--- config.mk ---
export PLATFORM = sky130hd
export DESIGN_NAME = sdram_aref
export DESIGN_NICKNAME = d
export VERILOG_FILES = /design/src/rtl/sdram_aref_pkg.sv /design/src/rtl/sdram_ref_timer.sv /design/src/rtl/sdram_aref.sv
export SDC_FILE = /design/constraint.sdc
export NUM_CORES = 1
export LEC_CHECK = 0
export ABC_AREA = 1
export CORE_MARGIN = 8
export CORE_UTILIZATION = 52
export CTS_CLUSTER_DIAMETER = 100
export DETAILED_ROUTE_END_ITERATION = 10
export PLACE_DENSITY = 0.85
export RECOVER_POWER = 100
export SLEW_MARGIN = 20
export SYNTH_ARGS = -nofsm -noshare
export SYNTH_HDL_FRONTEND = slang
export SYNTH_SLANG_ARGS = --single-unit
--- constraint.sdc ---
create_clock -name Clk -period 1.6 [get_ports Clk]
set_input_delay 0.32 -clock Clk [delete_from_list [all_inputs] [get_ports Clk]]
set_output_delay 0.32 -clock Clk [all_outputs]
set_load 0.1 [all_outputs]
--- src/rtl/sdram_aref_pkg.sv ---
// sdram_aref_pkg
//   Shared definitions for the SDRAM auto-refresh controller: command bus
//   encodings {CS_N,RAS_N,CAS_N,WE_N}, address width, FSM state type and
//   small helper functions used by sdram_aref and sdram_ref_timer.
//   No ports.
package sdram_aref_pkg;

  localparam int ASIZE   = 13;
  localparam int A10_BIT = 10;

  localparam logic [3:0] CMD_NOP       = 4'b0111;
  localparam logic [3:0] CMD_PRECHARGE = 4'b0010;
  localparam logic [3:0] CMD_AREF      = 4'b0001;

  typedef enum logic [2:0] {
    ST_IDLE     = 3'd0,
    ST_PRE      = 3'd1,
    ST_WAIT_RP  = 3'd2,
    ST_AREF1    = 3'd3,
    ST_WAIT_RC1 = 3'd4,
    ST_AREF2    = 3'd5,
    ST_WAIT_RC2 = 3'd6,
    ST_DONE     = 3'd7
  } aref_state_e;

  // Command driven while the FSM sits in a given state.
  function automatic logic [3:0] state_cmd(input aref_state_e s);
    logic [3:0] c;
    c = CMD_NOP;
    case (s)
      ST_PRE:   c = CMD_PRECHARGE;
      ST_AREF1: c = CMD_AREF;
      ST_AREF2: c = CMD_AREF;
      default:  c = CMD_NOP;
    endcase
    return c;
  endfunction

  function automatic int max_int(input int a, input int b);
    return (a > b) ? a : b;
  endfunction

endpackage

--- src/rtl/sdram_ref_timer.sv ---
// sdram_ref_timer
//   Periodic refresh timer. Counts 0..REF_PERIOD-1 while en_i is high and
//   wraps; each wrap sets a sticky request flag. The flag is a single bit:
//   wraps while it is already set are not counted. Dropping en_i clears both
//   the count and the flag on the next clock.
// Ports
//   Clk     in  system clock
//   Rst_n   in  asynchronous active-low reset
//   en_i    in  count enable (device initialised)
//   clr_i   in  request consumed; wins over a wrap in the same cycle
//   req_o   out registered sticky refresh request
module sdram_ref_timer
  import sdram_aref_pkg::*;
#(
  parameter int REF_PERIOD = 780
) (
  input  logic Clk,
  input  logic Rst_n,
  input  logic en_i,
  input  logic clr_i,
  output logic req_o
);

  localparam int CW = max_int($clog2(REF_PERIOD), 1);
  localparam logic [CW-1:0] CNT_LAST = CW'(REF_PERIOD - 1);

  logic [CW-1:0] cnt_q, cnt_d;
  logic          req_q, req_d;
  logic          wrap;

  assign wrap = en_i && (cnt_q == CNT_LAST);

  always_comb begin
    cnt_d = cnt_q;
    if (!en_i) begin
      cnt_d = '0;
    end else if (wrap) begin
      cnt_d = '0;
    end else begin
      cnt_d = cnt_q + 1'b1;
    end
  end

  // A grant coinciding with a wrap absorbs that wrap.
  always_comb begin
    req_d = req_q;
    if (!en_i) begin
      req_d = 1'b0;
    end else if (clr_i) begin
      req_d = 1'b0;
    end else if (wrap) begin
      req_d = 1'b1;
    end
  end

  always_ff @(posedge Clk or negedge Rst_n) begin
    if (!Rst_n) begin
      cnt_q <= '0;
      req_q <= 1'b0;
    end else begin
      cnt_q <= cnt_d;
      req_q <= req_d;
    end
  end

  assign req_o = req_q;

endmodule

--- src/rtl/sdram_aref.sv ---
// sdram_aref
//   SDRAM auto-refresh controller. A periodic timer raises Aref_req; once
//   the arbiter grants it (Aref_en in IDLE), the block issues PRECHARGE-ALL
//   then two AUTO REFRESH commands spaced by tRP/tRC, and pulses Aref_done.
//   Init_done low aborts synchronously to IDLE. All outputs are registered.
// Ports
//   Clk        in  system clock (SDRAM device clock is ~Clk)
//   Rst_n      in  asynchronous active-low reset
//   Init_done  in  device initialised (level)
//   Aref_en    in  arbiter grant, sampled only in IDLE with a pending request
//   Aref_req   out refresh pending
//   Aref_done  out one-cycle end-of-sequence pulse
//   Command    out {CS_N,RAS_N,CAS_N,WE_N}
//   Saddr      out address bus, A10 set during PRECHARGE only
//
// state        | meaning
// -------------+------------------------------------------------
// ST_IDLE      | waiting for request + grant
// ST_PRE       | PRECHARGE-ALL on the bus (1 cycle)
// ST_WAIT_RP   | tRP spacing, TRP_CLK-1 cycles (skipped if TRP_CLK=1)
// ST_AREF1     | first AUTO REFRESH (1 cycle)
// ST_WAIT_RC1  | tRC spacing, TRC_CLK-1 cycles (skipped if TRC_CLK=1)
// ST_AREF2     | second AUTO REFRESH (1 cycle)
// ST_WAIT_RC2  | tRC spacing, TRC_CLK-1 cycles (skipped if TRC_CLK=1)
// ST_DONE      | Aref_done pulse (1 cycle)
module sdram_aref
  import sdram_aref_pkg::*;
#(
  parameter int REF_PERIOD = 780,
  parameter int TRP_CLK    = 2,
  parameter int TRC_CLK    = 7
) (
  input  logic             Clk,
  input  logic             Rst_n,
  input  logic             Init_done,
  input  logic             Aref_en,
  output logic             Aref_req,
  output logic             Aref_done,
  output logic [3:0]       Command,
  output logic [ASIZE-1:0] Saddr
);

  localparam int DLY_W = max_int($clog2(max_int(TRP_CLK, TRC_CLK) + 1), 1);
  // Last delay-counter value inside a wait state; the counter starts at 0
  // on entry and the wait lasts N-1 cycles.
  localparam logic [DLY_W-1:0] RP_LAST = DLY_W'((TRP_CLK > 1) ? TRP_CLK - 2 : 0);
  localparam logic [DLY_W-1:0] RC_LAST = DLY_W'((TRC_CLK > 1) ? TRC_CLK - 2 : 0);
  localparam logic [ASIZE-1:0] A10_MASK = ASIZE'(1) << A10_BIT;

  aref_state_e      state_q, state_d;
  logic [DLY_W-1:0] dly_q, dly_d;
  logic [3:0]       cmd_q, cmd_d;
  logic [ASIZE-1:0] saddr_q, saddr_d;
  logic             done_q, done_d;
  logic             grant;
  logic             timer_req;

  sdram_ref_timer #(
    .REF_PERIOD(REF_PERIOD)
  ) u_timer (
    .Clk  (Clk),
    .Rst_n(Rst_n),
    .en_i (Init_done),
    .clr_i(grant),
    .req_o(timer_req)
  );

  // dly_d defaults to 0, so any state change clears the delay counter;
  // it only advances while a wait state holds.
  always_comb begin
    state_d = state_q;
    dly_d   = '0;
    grant   = 1'b0;
    case (state_q)
      ST_IDLE: begin
        if (timer_req && Aref_en) begin
          grant   = 1'b1;
          state_d = ST_PRE;
        end
      end
      ST_PRE: begin
        state_d = (TRP_CLK > 1) ? ST_WAIT_RP : ST_AREF1;
      end
      ST_WAIT_RP: begin
        if (dly_q == RP_LAST) begin
          state_d = ST_AREF1;
        end else begin
          dly_d = dly_q + 1'b1;
        end
      end
      ST_AREF1: begin
        state_d = (TRC_CLK > 1) ? ST_WAIT_RC1 : ST_AREF2;
      end
      ST_WAIT_RC1: begin
        if (dly_q == RC_LAST) begin
          state_d = ST_AREF2;
        end else begin
          dly_d = dly_q + 1'b1;
        end
      end
      ST_AREF2: begin
        state_d = (TRC_CLK > 1) ? ST_WAIT_RC2 : ST_DONE;
      end
      ST_WAIT_RC2: begin
        if (dly_q == RC_LAST) begin
          state_d = ST_DONE;
        end else begin
          dly_d = dly_q + 1'b1;
        end
      end
      ST_DONE: begin
        state_d = ST_IDLE;
      end
      default: begin
        state_d = ST_IDLE;
      end
    endcase

    // Loss of Init_done overrides everything, including a pending grant.
    if (!Init_done) begin
      state_d = ST_IDLE;
      dly_d   = '0;
      grant   = 1'b0;
    end
  end

  // Outputs are decoded from the next state so they line up with the
  // registered state.
  always_comb begin
    cmd_d   = state_cmd(state_d);
    saddr_d = (state_d == ST_PRE) ? A10_MASK : '0;
    done_d  = (state_d == ST_DONE);
  end

  always_ff @(posedge Clk or negedge Rst_n) begin
    if (!Rst_n) begin
      state_q <= ST_IDLE;
      dly_q   <= '0;
      cmd_q   <= CMD_NOP;
      saddr_q <= '0;
      done_q  <= 1'b0;
    end else begin
      state_q <= state_d;
      dly_q   <= dly_d;
      cmd_q   <= cmd_d;
      saddr_q <= saddr_d;
      done_q  <= done_d;
    end
  end

  assign Aref_req  = timer_req;
  assign Aref_done = done_q;
  assign Command   = cmd_q;
  assign Saddr     = saddr_q;

endmodule

# Yosys cells after proc, flatten, opt, wreduce, memory -nomap -nowiden
# Index checks and enable logic that the tools add are counted.
dict set report op_classes {
  eq_ne 14
  add_sub_neg 2
  reduce_logical 6
  mux 20
}
# cell count
set ops {}
lappend ops {{3-bit two-way mux} 8}
lappend ops {{3-bit one-hot mux with 8 select lines} 1}
lappend ops {{3-bit == test (second input constant)} 7}
lappend ops {{10-bit two-way mux} 2}
lappend ops {{3-bit one-hot mux with 2 select lines} 2}
lappend ops {{11-bit two-way mux} 1}
lappend ops {{10-bit by 1-bit adder with 10-bit output (second input constant)} 1}
lappend ops {{10-bit == test (second input constant)} 1}
lappend ops {{3-bit by 2-bit == test with 1-bit output (second input constant)} 3}
lappend ops {{3-bit by 1-bit == test with 1-bit output (second input constant)} 2}
lappend ops {{3-bit logical NOT} 2}
lappend ops {{1-bit two-way mux} 6}
lappend ops {{2-bit OR reduction} 2}
lappend ops {{3-bit by 1-bit adder with 3-bit output (second input constant)} 1}
lappend ops {{3-bit by 1-bit != test with 1-bit output (second input constant)} 1}
lappend ops {{1-bit logical AND} 2}
dict set report word_totals {
  output_inout_bits 19
  reg_bits 33
  word_cells 49
}

# Logic depth before layout (Yosys ltp)
dict set report depth {
  word_depth 7
  depth_mapped 11
  depth_no_buf 11
}

# Modules after synthesis
# A second synthesis with hierarchy kept.
dict set report hier_totals {
  hier_cells 175
  hier_area_um2 1450.1
}
# mod n_inst area_each_um2 cells_each
set by_module_without_submodules {}
lappend by_module_without_submodules {sdram_aref 1 893.4 107}
lappend by_module_without_submodules {sdram_ref_timer 1 556.8 68}

# Least setup slack after synthesis
# Ideal clock, no wire load.
dict set report synth_timing {
  path_type {register to register}
  from {reg u_timer.req_q (netlist: u_timer.req_o)}
  to {reg cmd_q[0] (netlist: Command[0])}
  path_stages_with_launch 8
  n_path_buf 0
  t_arrival_ps 1625
  setup_slack_ps -97
  setup_ps 72
  synth_period_minus_slack_ps 1697
  t_required_ps 1528
  path_cell_list {dfrtp_1 -> nand2_1 -> nand2_1 -> nand3_2 -> nand2_1 -> nand3_2 -> nor2_4 -> inv_2}
}
dict set report synth_via {
  elab_chain_cells 7
  elab_cells_between_ends 9
}
# element line_no
set synth_rtl {}
lappend synth_rtl {{from (decl)} sdram_ref_timer.sv:28} ;# logic req_q, req_d;
lappend synth_rtl {{from (signal assigned)} sdram_ref_timer.sv:62} ;# req_q <= req_d;
lappend synth_rtl {{1-bit logical AND *} sdram_aref.sv:76} ;# if (timer_req && Aref_en) begin
lappend synth_rtl {{3-bit two-way mux *} sdram_aref.sv:76}
lappend synth_rtl {{3-bit one-hot mux with 8 select lines *} sdram_aref.sv:74} ;# case (state_q)
lappend synth_rtl {{3-bit two-way mux *} sdram_aref.sv:120} ;# if (!Init_done) begin
lappend synth_rtl {{3-bit == test / 3-bit by 2-bit == test with 1-bit output (equally long branches)} sdram_aref_pkg.sv:30} ;# case (s)
lappend synth_rtl {{2-bit OR reduction (no line)} --}
lappend synth_rtl {{3-bit one-hot mux with 2 select lines *} sdram_aref_pkg.sv:30}
lappend synth_rtl {{via cmd_d[0]} sdram_aref.sv:52} ;# logic [3:0] cmd_q, cmd_d;
lappend synth_rtl {{to (signal assigned)} sdram_aref.sv:145} ;# cmd_q <= cmd_d;
lappend synth_rtl {{to (decl)} sdram_aref.sv:52}
# Mark *: on every way through the listed nets, which the timed path passes. The rest lies on a longest branch.
# A chain may end at the register's enable or synchronous reset.

# Worst setup path in the final report
dict set report layout_timing {
  from {reg state_q[0]}
  to {reg cmd_q[0] (netlist: Command[0])}
}
dict set report layout_via {
  elab_chain_cells 6
  elab_cells_between_ends 19
}
# element line_no
set layout_rtl {}
lappend layout_rtl {{from (decl)} sdram_aref.sv:50} ;# aref_state_e state_q, state_d;
lappend layout_rtl {{from (signal assigned)} sdram_aref.sv:143} ;# state_q <= state_d;
lappend layout_rtl {{3-bit == test (tied with other cells)} sdram_aref.sv:74}
lappend layout_rtl {{3-bit one-hot mux with 8 select lines *} sdram_aref.sv:74}
lappend layout_rtl {{3-bit two-way mux *} sdram_aref.sv:120}
lappend layout_rtl {{3-bit == test / 3-bit by 2-bit == test with 1-bit output (equally long branches)} sdram_aref_pkg.sv:30}
lappend layout_rtl {{2-bit OR reduction (no line)} --}
lappend layout_rtl {{3-bit one-hot mux with 2 select lines *} sdram_aref_pkg.sv:30}
lappend layout_rtl {{via cmd_d[0]} sdram_aref.sv:52}
# Marks and branches as above.

==> results_dict.tcl <==
set metrics [dict create \
    initial_core_util 0.553 \
    rsz0062_at_grt "true" \
    tightest_slew_ns 0.529 \
    synth_top_family_by_area "simple AND/OR/NAND/NOR gates" \
    postSynthCellCount 159 \
    firstDrtPassIters 4 \
    ant_nets 0 \
    grt.overflow.total 0 \
    setup_viol 3 \
    clkSlewWorstSetupHoldPaths_ns 0.12 \
    finalMaxSlewViolations 0 \
    port_buffers 9 \
    worst-path-max-fanout 4 \
    synth-compound-area-share 0.0402 \
    hold_slack_ns 0.496 \
    nNetsFinal 188 \
    ys_ff_latch 22 \
    synthToLayoutAreaGrowth_pct 16.5 \
    clock-sinks 22 \
    synth_xor_area_frac 0.0448 \
    grtUsageTotal 0.135 \
    cts_tree "done" \
    first_iter_violations 43 \
    final_cell_mix "nand2_1 (24), dfrtp_1 (17), nor2_1 (15), inv_1 (14), conb_1 (13)" \
    cts_buffers 3 \
    worstSetupEndpointType "flop" \
    clockBufferDepth 2 \
    dieArea_um2 4530 \
    drv_cap 0 \
    slew_headroom 0.647 \
    clock_skew_ns 0.00154 \
    clock_latency_ns 0.31 \
    synth_mux_area_frac 0 \
    r2r_slack_ns -0.02 \
    io_pins 23 \
    avgViaCountPerCell 5.29 \
    setup_ws_ns -0.0202 \
    synth_area_um2 1370 \
    worst_ir_drop_vdd_uv 1260 \
    tns_ns -0.0284 \
    synthAdderAreaFrac 0.0731 \
    wl_per_cell_um 14.8 \
    power_mw 2.42 \
    p_per_area_nw_per_um2 1520 \
    grt_pass1_wl_um 4770 \
    avgSynthCellArea_um2 8.61 \
    arrival_ns 1.89 \
    mostFrequentLayoutCell "nand2_1" \
    antenna_found_initial 0 \
    outcome "finished with violations" \
    crit_required_ns 1.87 \
    root_buffer "clkbuf_4" \
    fmax_mhz 617 \
    yosysSeqAreaShare 0.405 \
    crit_type "flop to flop" \
    period_needed_ns 1.62 \
    synth-simple-area-share 0.299 \
    violations "negative setup slack" \
    core_area_um2 2480 \
    power_leakage_nw 0.805 \
    vias 1084 \
    yosysWarnings 0 \
    drive_above_1_share 0.337 \
    hold_viol_final 0 \
    synth_cell_types 30 \
    crit_path_start_kind "flop" \
    first_global_vias 1085 \
    die_y_um 67.3 \
    post-place-ws_ns -0.00787 \
    die_w_um 67.3 \
    fin_util 0.643 \
    drc 0 \
    antenna_cells 0 \
    hp-class "primary input to asynchronous set/reset pin" \
    grt_start_max_net_pins 23 \
    place_congestion 0.896 \
    rows 18 \
    cts_htree_levels 1 \
    cts_hold_buf 0 \
    dp_hpwl_um 2000 \
    period_share 1.01 \
    routed_wl_um 3030 \
]
==> metal layers <==
| metal | GRT usage | wire [um] | up-vias |
|---|---|---|---|
| li1 | - | - | 499 |
| met4 | 0.0783 | 64 | 0 |
| met2 | 0.227 | 1510 | 60 |
| met1 | 0.153 | 1200 | 518 |
| met5 | 0 | 0 | - |
| met3 | 0.0348 | 260 | 7 |
==> critical path: stages (launching register included) <==
cell and delay, ns:
dfrtp_1 0.47, inv_2 0.12, ha_4 0.19, nand2_4 0.08, nand2_4 0.07, nor2_4 0.15
nand3_2 0.12, nand2_1 0.10, nand3_2 0.10, nor2_4 0.14, inv_2 0.03
==> sequential cells by signal, indices dropped and copies added (netlist names) <==
name,count
state_q,3
Command,3
u_timer.cnt_q,10
dly_q,3
Saddr,1
Aref_done,1
u_timer.req_o,1
==> metrics by stage <==
| stage | cells | area, um2 |
|---|---|---|
| 6_report | 205 | 1590 |
| 5_1_grt | 205 | 1590 |
| 4_1_cts | 202 | 1560 |
| 3_5_place_dp | 198 | 1520 |
| 3_3_place_gp | 198 | 1520 |
| 2_1_floorplan | 171 | 1420 |
==> final timing paths <==
check / startpoint / to / depth (start not counted)
setup / recovery: state_q[0] / Command[0] / 10
max in group asynchronous: Rst_n / u_timer.cnt_q[0] / 2
setup reg to reg: state_q[0] / Command[0] / 10
hold / removal: Rst_n / u_timer.req_o / 2
hold reg to reg: dly_q[0] / dly_q[0] / 1
min in group Clk: dly_q[0] / dly_q[0] / 1
==> power breakdown <==
part | total (mW) | switching [mW] | internal [mW]
registers | 0.716 | 0.0803 | 0.636
logic | 1.40 | 0.955 | 0.441
clock network | 0.310 | 0.171 | 0.139
total | 2.42 | 1.21 | 1.22
==> synth_stat cells <==
library cell	instances	area, um2
a21oi_1	3	15.0
nor4_1	1	6.26
nand2_2	6	37.5
inv_1	17	63.8
nand4_1	2	12.5
nor3_1	4	20.0
nand3b_1	1	7.51
dfstp_2	3	78.8
xor2_1	4	35.0
ha_1	8	100
nor2_1	15	56.3
o211ai_1	1	7.51
and3_1	2	12.5
nand3_1	1	5.00
clkbuf_2	1	5.00
xnor2_1	3	26.3
dfrtp_1	19	475
nand3_2	7	70.1
a22o_1	1	8.76
nor3b_1	1	7.51
buf_4	13	97.6
nor3_2	1	10.0
nor2_4	4	45.0
conb_1	1	3.75
inv_2	5	18.8
nor2_2	1	6.26
nand2_1	30	113
o21ai_1	2	10.0
a31o_2	1	8.76
o21ai_0	1	5.00
==> repair_timing <==
item,in CTS,in global routing
endpoints found under the setup margin,5,7
pin swaps,1,16
gates cloned,0,0
resized for setup,3,23
setup buffers,0,3
==> kinds of logic after synthesis <==
logic type	Yosys count
and+or+nand+nor	76
buffers and inverters	36
DFF	22
AOI/OAI and AO/OA	9
adders and majority gates	8
xor gates and xnor gates	7
other	1
==> final cells by class <==
type                            count  area, um2
Inverter                           22       82.6
Multi-Input combinational cell    113        768
Tap cell                           30       37.5
Clock buffer                        4       36.3
Fill cell                         197        883
Sequential cell                    22        557
Timing Repair Buffer               14        113
Power figures use the tool's default switching activity.
